--- config.mk ---
export PLATFORM = sky130hd
export DESIGN_NAME = rob_completion_tracker
export DESIGN_NICKNAME = d
export VERILOG_FILES = /design/src/rtl/rob_completion_tracker.sv
export SDC_FILE = /design/constraint.sdc
export NUM_CORES = 1
export LEC_CHECK = 0
export CAP_MARGIN = 30
export CELL_PAD_IN_SITES_DETAIL_PLACEMENT = 1
export CELL_PAD_IN_SITES_GLOBAL_PLACEMENT = 1
export CORE_ASPECT_RATIO = 0.9
export CORE_MARGIN = 4
export CORE_UTILIZATION = 55
export CTS_BUF_LIST = sky130_fd_sc_hd__clkbuf_4
export CTS_CLUSTER_SIZE = 28
export DETAILED_ROUTE_END_ITERATION = 10
export GPL_ROUTABILITY_DRIVEN = 1
export PLACE_DENSITY = 0.95
export SYNTH_ARGS = -nofsm -noshare
export SYNTH_HDL_FRONTEND = slang
export SYNTH_SLANG_ARGS = --single-unit
--- constraint.sdc ---
create_clock -name cpu_clock_i -period 14.99 [get_ports cpu_clock_i]
set_input_delay 1.499 -clock cpu_clock_i [delete_from_list [all_inputs] [get_ports cpu_clock_i]]
set_output_delay 1.499 -clock cpu_clock_i [all_outputs]
set_load 0.03 [all_outputs]
--- src/rtl/rob_completion_tracker.sv ---
// 32-entry reorder-buffer tracker: marks entries done/faulted from the writeback
// ports, retires up to two per cycle in order from the head, and flags a head trap.
module rob_completion_tracker (
  input  logic       cpu_clock_i,
  input  logic       cpu_reset_i,
  input  logic       flush_i,
  input  logic [1:0] alloc_req_i,
  output logic       alloc_ready_o,
  output logic [4:0] alloc_id_o,
  input  logic [4:0] ins_completed,
  input  logic       ins_cmp_v,
  input  logic [5:0] excp_rob,
  input  logic [4:0] excp_code,
  input  logic       excp_valid,
  output logic [1:0] commit_valid_o,
  output logic [4:0] commit_id_o,
  output logic       trap_valid_o,
  output logic [4:0] trap_id_o,
  output logic [4:0] trap_code_o,
  output logic [5:0] count_o
);

  logic [31:0] valid_r;
  logic [31:0] done_r;
  logic [31:0] excp_r;
  logic [4:0]  code_r [32];
  logic [4:0]  head_r;
  logic [4:0]  tail_r;
  logic [5:0]  count_r;

  logic [4:0]  head1_s;
  logic [4:0]  tail1_s;
  logic        c0_s;
  logic        c1_s;
  logic        trap_s;
  logic        ready_s;
  logic [1:0]  alloc_n_s;
  logic [1:0]  retire_n_s;

  // Commit, trap and allocation decisions, all from registered state.
  always_comb begin
    head1_s    = head_r + 5'd1;
    tail1_s    = tail_r + 5'd1;
    c0_s       = valid_r[head_r] & done_r[head_r] & ~excp_r[head_r];
    c1_s       = c0_s & valid_r[head1_s] & done_r[head1_s] & ~excp_r[head1_s];
    trap_s     = valid_r[head_r] & done_r[head_r] & excp_r[head_r];
    ready_s    = (count_r <= 6'd30);
    retire_n_s = {1'b0, c0_s} + {1'b0, c1_s};
    if (ready_s && ((alloc_req_i == 2'd1) || (alloc_req_i == 2'd2))) begin
      alloc_n_s = alloc_req_i;
    end else begin
      alloc_n_s = 2'd0;
    end
  end

  // Per-entry state and pointer update; reset and flush override every input.
  always_ff @(posedge cpu_clock_i) begin
    if (cpu_reset_i || flush_i) begin
      valid_r <= 32'd0;
      done_r  <= 32'd0;
      excp_r  <= 32'd0;
      head_r  <= 5'd0;
      tail_r  <= 5'd0;
      count_r <= 6'd0;
      for (int i = 0; i < 32; i++) begin
        code_r[i] <= 5'd0;
      end
    end else begin
      for (int i = 0; i < 32; i++) begin
        // Retired slots are never the ones being allocated while count <= 30.
        if ((c0_s && (head_r == 5'(i))) || (c1_s && (head1_s == 5'(i)))) begin
          valid_r[i] <= 1'b0;
        end
        if (((alloc_n_s != 2'd0) && (tail_r == 5'(i))) ||
            ((alloc_n_s == 2'd2) && (tail1_s == 5'(i)))) begin
          valid_r[i] <= 1'b1;
          done_r[i]  <= 1'b0;
          excp_r[i]  <= 1'b0;
        end
        if (ins_cmp_v && valid_r[i] && (ins_completed == 5'(i))) begin
          done_r[i] <= 1'b1;
        end
        if (excp_valid && valid_r[i] && (excp_rob[4:0] == 5'(i))) begin
          done_r[i] <= 1'b1;
          excp_r[i] <= 1'b1;
          code_r[i] <= excp_code;
        end
      end
      head_r  <= head_r + {3'd0, retire_n_s};
      tail_r  <= tail_r + {3'd0, alloc_n_s};
      count_r <= count_r + {4'd0, alloc_n_s} - {4'd0, retire_n_s};
    end
  end

  assign alloc_ready_o  = ready_s;
  assign alloc_id_o     = tail_r;
  assign commit_valid_o = {c1_s, c0_s};
  assign commit_id_o    = head_r;
  assign trap_valid_o   = trap_s;
  assign trap_id_o      = trap_s ? head_r : 5'd0;
  assign trap_code_o    = trap_s ? code_r[head_r] : 5'd0;
  assign count_o        = count_r;

endmodule
==> flow_metrics.env <==
export IMPL_nets=1421
export IMPL_clockBufferDepth=3
export IMPL_drtAntennaViolNets=0
export IMPL_critPathLaunchType="register"
export IMPL_synth_cell_type_count=74
export IMPL_area_delta_synth_final_pct=12.21
export IMPL_hpwl_mm=32.42
export IMPL_worst_path_buf_inv=5
export IMPL_grt_max_degree=83
export IMPL_crit_family="buffers and inverters"
export IMPL_drive_gt1_share_pct=14.97
export IMPL_finalSetupTns_ns=0
export IMPL_insertion_delay_ns=0.70
export IMPL_maxSlewHeadroom_pct=31.77
export IMPL_wl_mm=48.37
export IMPL_ctsHtreeMaxLevel=3
export IMPL_grt_pass1_wl_mm=75.53
export IMPL_synth_edf_count=160
export IMPL_numCtsBuffers=70
export IMPL_antenna_found_initial=2
export IMPL_leakagePower_nw=5.144
export IMPL_maxCapViolations=0
export IMPL_synth_seq_cells=272
export IMPL_synth_most_common_cell="nand2_1"
export IMPL_synth_top_area_share_pct=34.95
export IMPL_die_w_um=174.7
export IMPL_syn_nets=1356
export IMPL_rsz0062_at_grt="no"
export IMPL_cts_tree="built"
export IMPL_grt_usage_pct=35.72
export IMPL_cp_required_ns=13.49
export IMPL_grt_pass1_vias=12540
export IMPL_fmaxAchievable_mhz=130.0
export IMPL_async_flop_share_pct=0
export IMPL_synth_avg_cell_area_sq_um=10.52
export IMPL_worstMarginPinSlew_ns=1.023
export IMPL_critPathArrivalTime_ns=6.19
export IMPL_setup_violations=0
export IMPL_critPathMaxStageDelay_ns=0.75
export IMPL_root_buffer="clkbuf_4"
export IMPL_timing_hold_ws_ns=0.4799
export IMPL_power_density_nw_per_um2=106.9
export IMPL_hold_viol=0
export IMPL_ys_warn_count=0
export IMPL_wire_per_inst_um=27.48
export IMPL_ys_flop_type="edfxtp_1"
export IMPL_start_util_pct=56.37
export IMPL_die_area_sq_um=27590
export IMPL_io_pins=53
export IMPL_worstSetupPathType="register to primary output"
export IMPL_worstPathCellList="buf_4, inv_1, ha_1, buf_4, mux4_2, nand2b_1, nand3_1, or4b_4, o31ai_4, nand3_2, inv_2, clkdlybuf4s50_1"
export IMPL_gr_total_overflow=0
export IMPL_path_clk_slew_ns=0.07
export IMPL_yosysTopAreaCell="edfxtp_1"
export IMPL_firstDrtPassIters=6
export IMPL_postCtsSetupRepairBufs=0
export IMPL_ys_seq_area_share_pct=51.26
export IMPL_yosys_top_cells_count="189 x nand2_1, 172 x nor2_1, 160 x edfxtp_1"
export IMPL_critPathSlowestCell="buf_4"
export IMPL_clock_sinks=272
export IMPL_status="completed"
export IMPL_ctsHoldBuffers=0
export IMPL_worstRegToRegCells=21
export IMPL_core_area_sq_um=24390
export IMPL_die_y_um=158.0
export IMPL_fin_crit_sh_pct=51.32
export IMPL_synth_area_sq_um=13750
export IMPL_post_route_min_period_ns=7.693
export IMPL_finalMaxSlewViolations=0
export IMPL_rows=54
export IMPL_cp_common_cell="buf_4"
export IMPL_final_fill_count=2648
export IMPL_dr_total_vias=12000
export IMPL_place_congestion=0.9619
export IMPL_cp_end_kind="primary output"
export IMPL_synthTopCellsByArea="edfxtp_1 35%, dfxtp_1 16%, mux4_2 9.7%"
export IMPL_fin_skew_ns=0.05000
export IMPL_worst_hold_path_type="register to register"
export IMPL_crit_cells=12
export IMPL_holdPathStages=2
export IMPL_port_buffers=51
export IMPL_synth_cells=1307
export IMPL_drtIter0Drc=1739
export IMPL_ctsResizeCount=0
export IMPL_drc=0
export IMPL_vdd_drop_max_mv=0.07009
export IMPL_viasPerCell=6.818
export IMPL_cp_max_fo=70
layer usage:
metal  global-route usage [%]  vias to the layer above  wire [um]  part of all wire, %
li1                         -                     5005          -                    -
met1                    47.26                     5892      18200                   38
met2                    57.89                      898      22660                   47
met3                    7.426                      200       5225                   11
met4                    15.89                        4       2269                  4.7
met5                        0                        -         21                0.043
layout by cell type (no fill, tap or decap), types with 17 or more instances in the layout:
cell             instances
a21oi_1                 64
a22oi_1                 21
a31oi_1                 27
buf_4                   19
clkbuf_4               101
clkdlybuf4s50_1         51
clkinv_1                17
dfxtp_1                109
edfxtp_1               160
ha_1                    22
inv_1                   36
mux2i_1                 17
mux4_2                  59
nand2_1                189
nand2b_1                18
nand3_1                 66
nor2_1                 171
nor2b_1                 23
nor3_1                  18
o21ai_0                 27
o31ai_1                 17
where the power goes:
part	switching, mW	internal (mW)
Sequential	0.0151	0.819
Clock	0.334	0.347
Combinational	0.0845	0.0505
final timing paths:
| path | start | endpoint | slack, ns |
|---|---|---|---|
| min | excp_r[16]$_SDFFE_PP0P_ | excp_r[16]$_SDFFE_PP0P_ | 0.48 |
| max reg2reg | commit_id_o[1]$_SDFF_PP0_ | count_o[5]$_SDFF_PP0_ | 7.98 |
| max | commit_id_o[1]$_SDFF_PP0_ | commit_valid_o[1] | 7.30 |
| min reg2reg | excp_r[16]$_SDFFE_PP0P_ | excp_r[16]$_SDFFE_PP0P_ | 0.48 |
sequential cells by signal, summed over array words and instances, names as in the netlist:
register,flops
commit_id_o,5
done_r,32
valid_r,32
count_o,6
code_r,160
excp_r,32
alloc_id_o,5
layout make-up:
type	count	area (sq um)	area share [%]
antenna	1	2.502	0.01622
clock buffer	101	758.2	4.915
clock inverter	22	153.9	0.9976
inverter	41	153.9	0.9976
multi-input combinational	916	6205	40.22
sequential	272	7053	45.72
tap	336	420.4	2.725
timing repair buffer	71	680.7	4.412
metrics by stage:
stage	util (%)	power, mW	area (sq um)	setup slack (ns)	instances
after detailed placement	59.47	0.9819	14510	8.171	1635
final	63.25	1.649	15430	7.297	1760
after CTS	63.21	1.651	15420	7.432	1758
after global routing	63.25	1.708	15430	7.066	1760
after floorplan	-	0.9267	13750	9.977	1307
after global placement	59.33	0.9689	14470	8.218	1633
cells by family (layout without fill, tap and decap cells):
| kind of cell | after synthesis | in the layout | share of synthesized area (%) |
|---|---|---|---|
| buffers and inverters | 119 | 235 | 3.686 |
| xor gates and xnor gates | 12 | 12 | 0.7645 |
| AOI/OAI and AO/OA | 246 | 246 | 12.22 |
| and+or+nand+nor | 556 | 556 | 18.58 |
| DFF | 272 | 272 | 51.26 |
| other | 0 | 1 | 0 |
| adders and majority gates | 26 | 26 | 2.585 |
| muxes | 76 | 76 | 10.90 |
tightest hold or removal path, delay by kind of cell (launching register included):
family | cells | cell delay (ns)
flip-flops | 1 | 0.33
AND/OR/NAND/NOR | 1 | 0.06
AO/OA/AOI/OAI | 1 | 0.05
(Power assumes the default switching activity.)
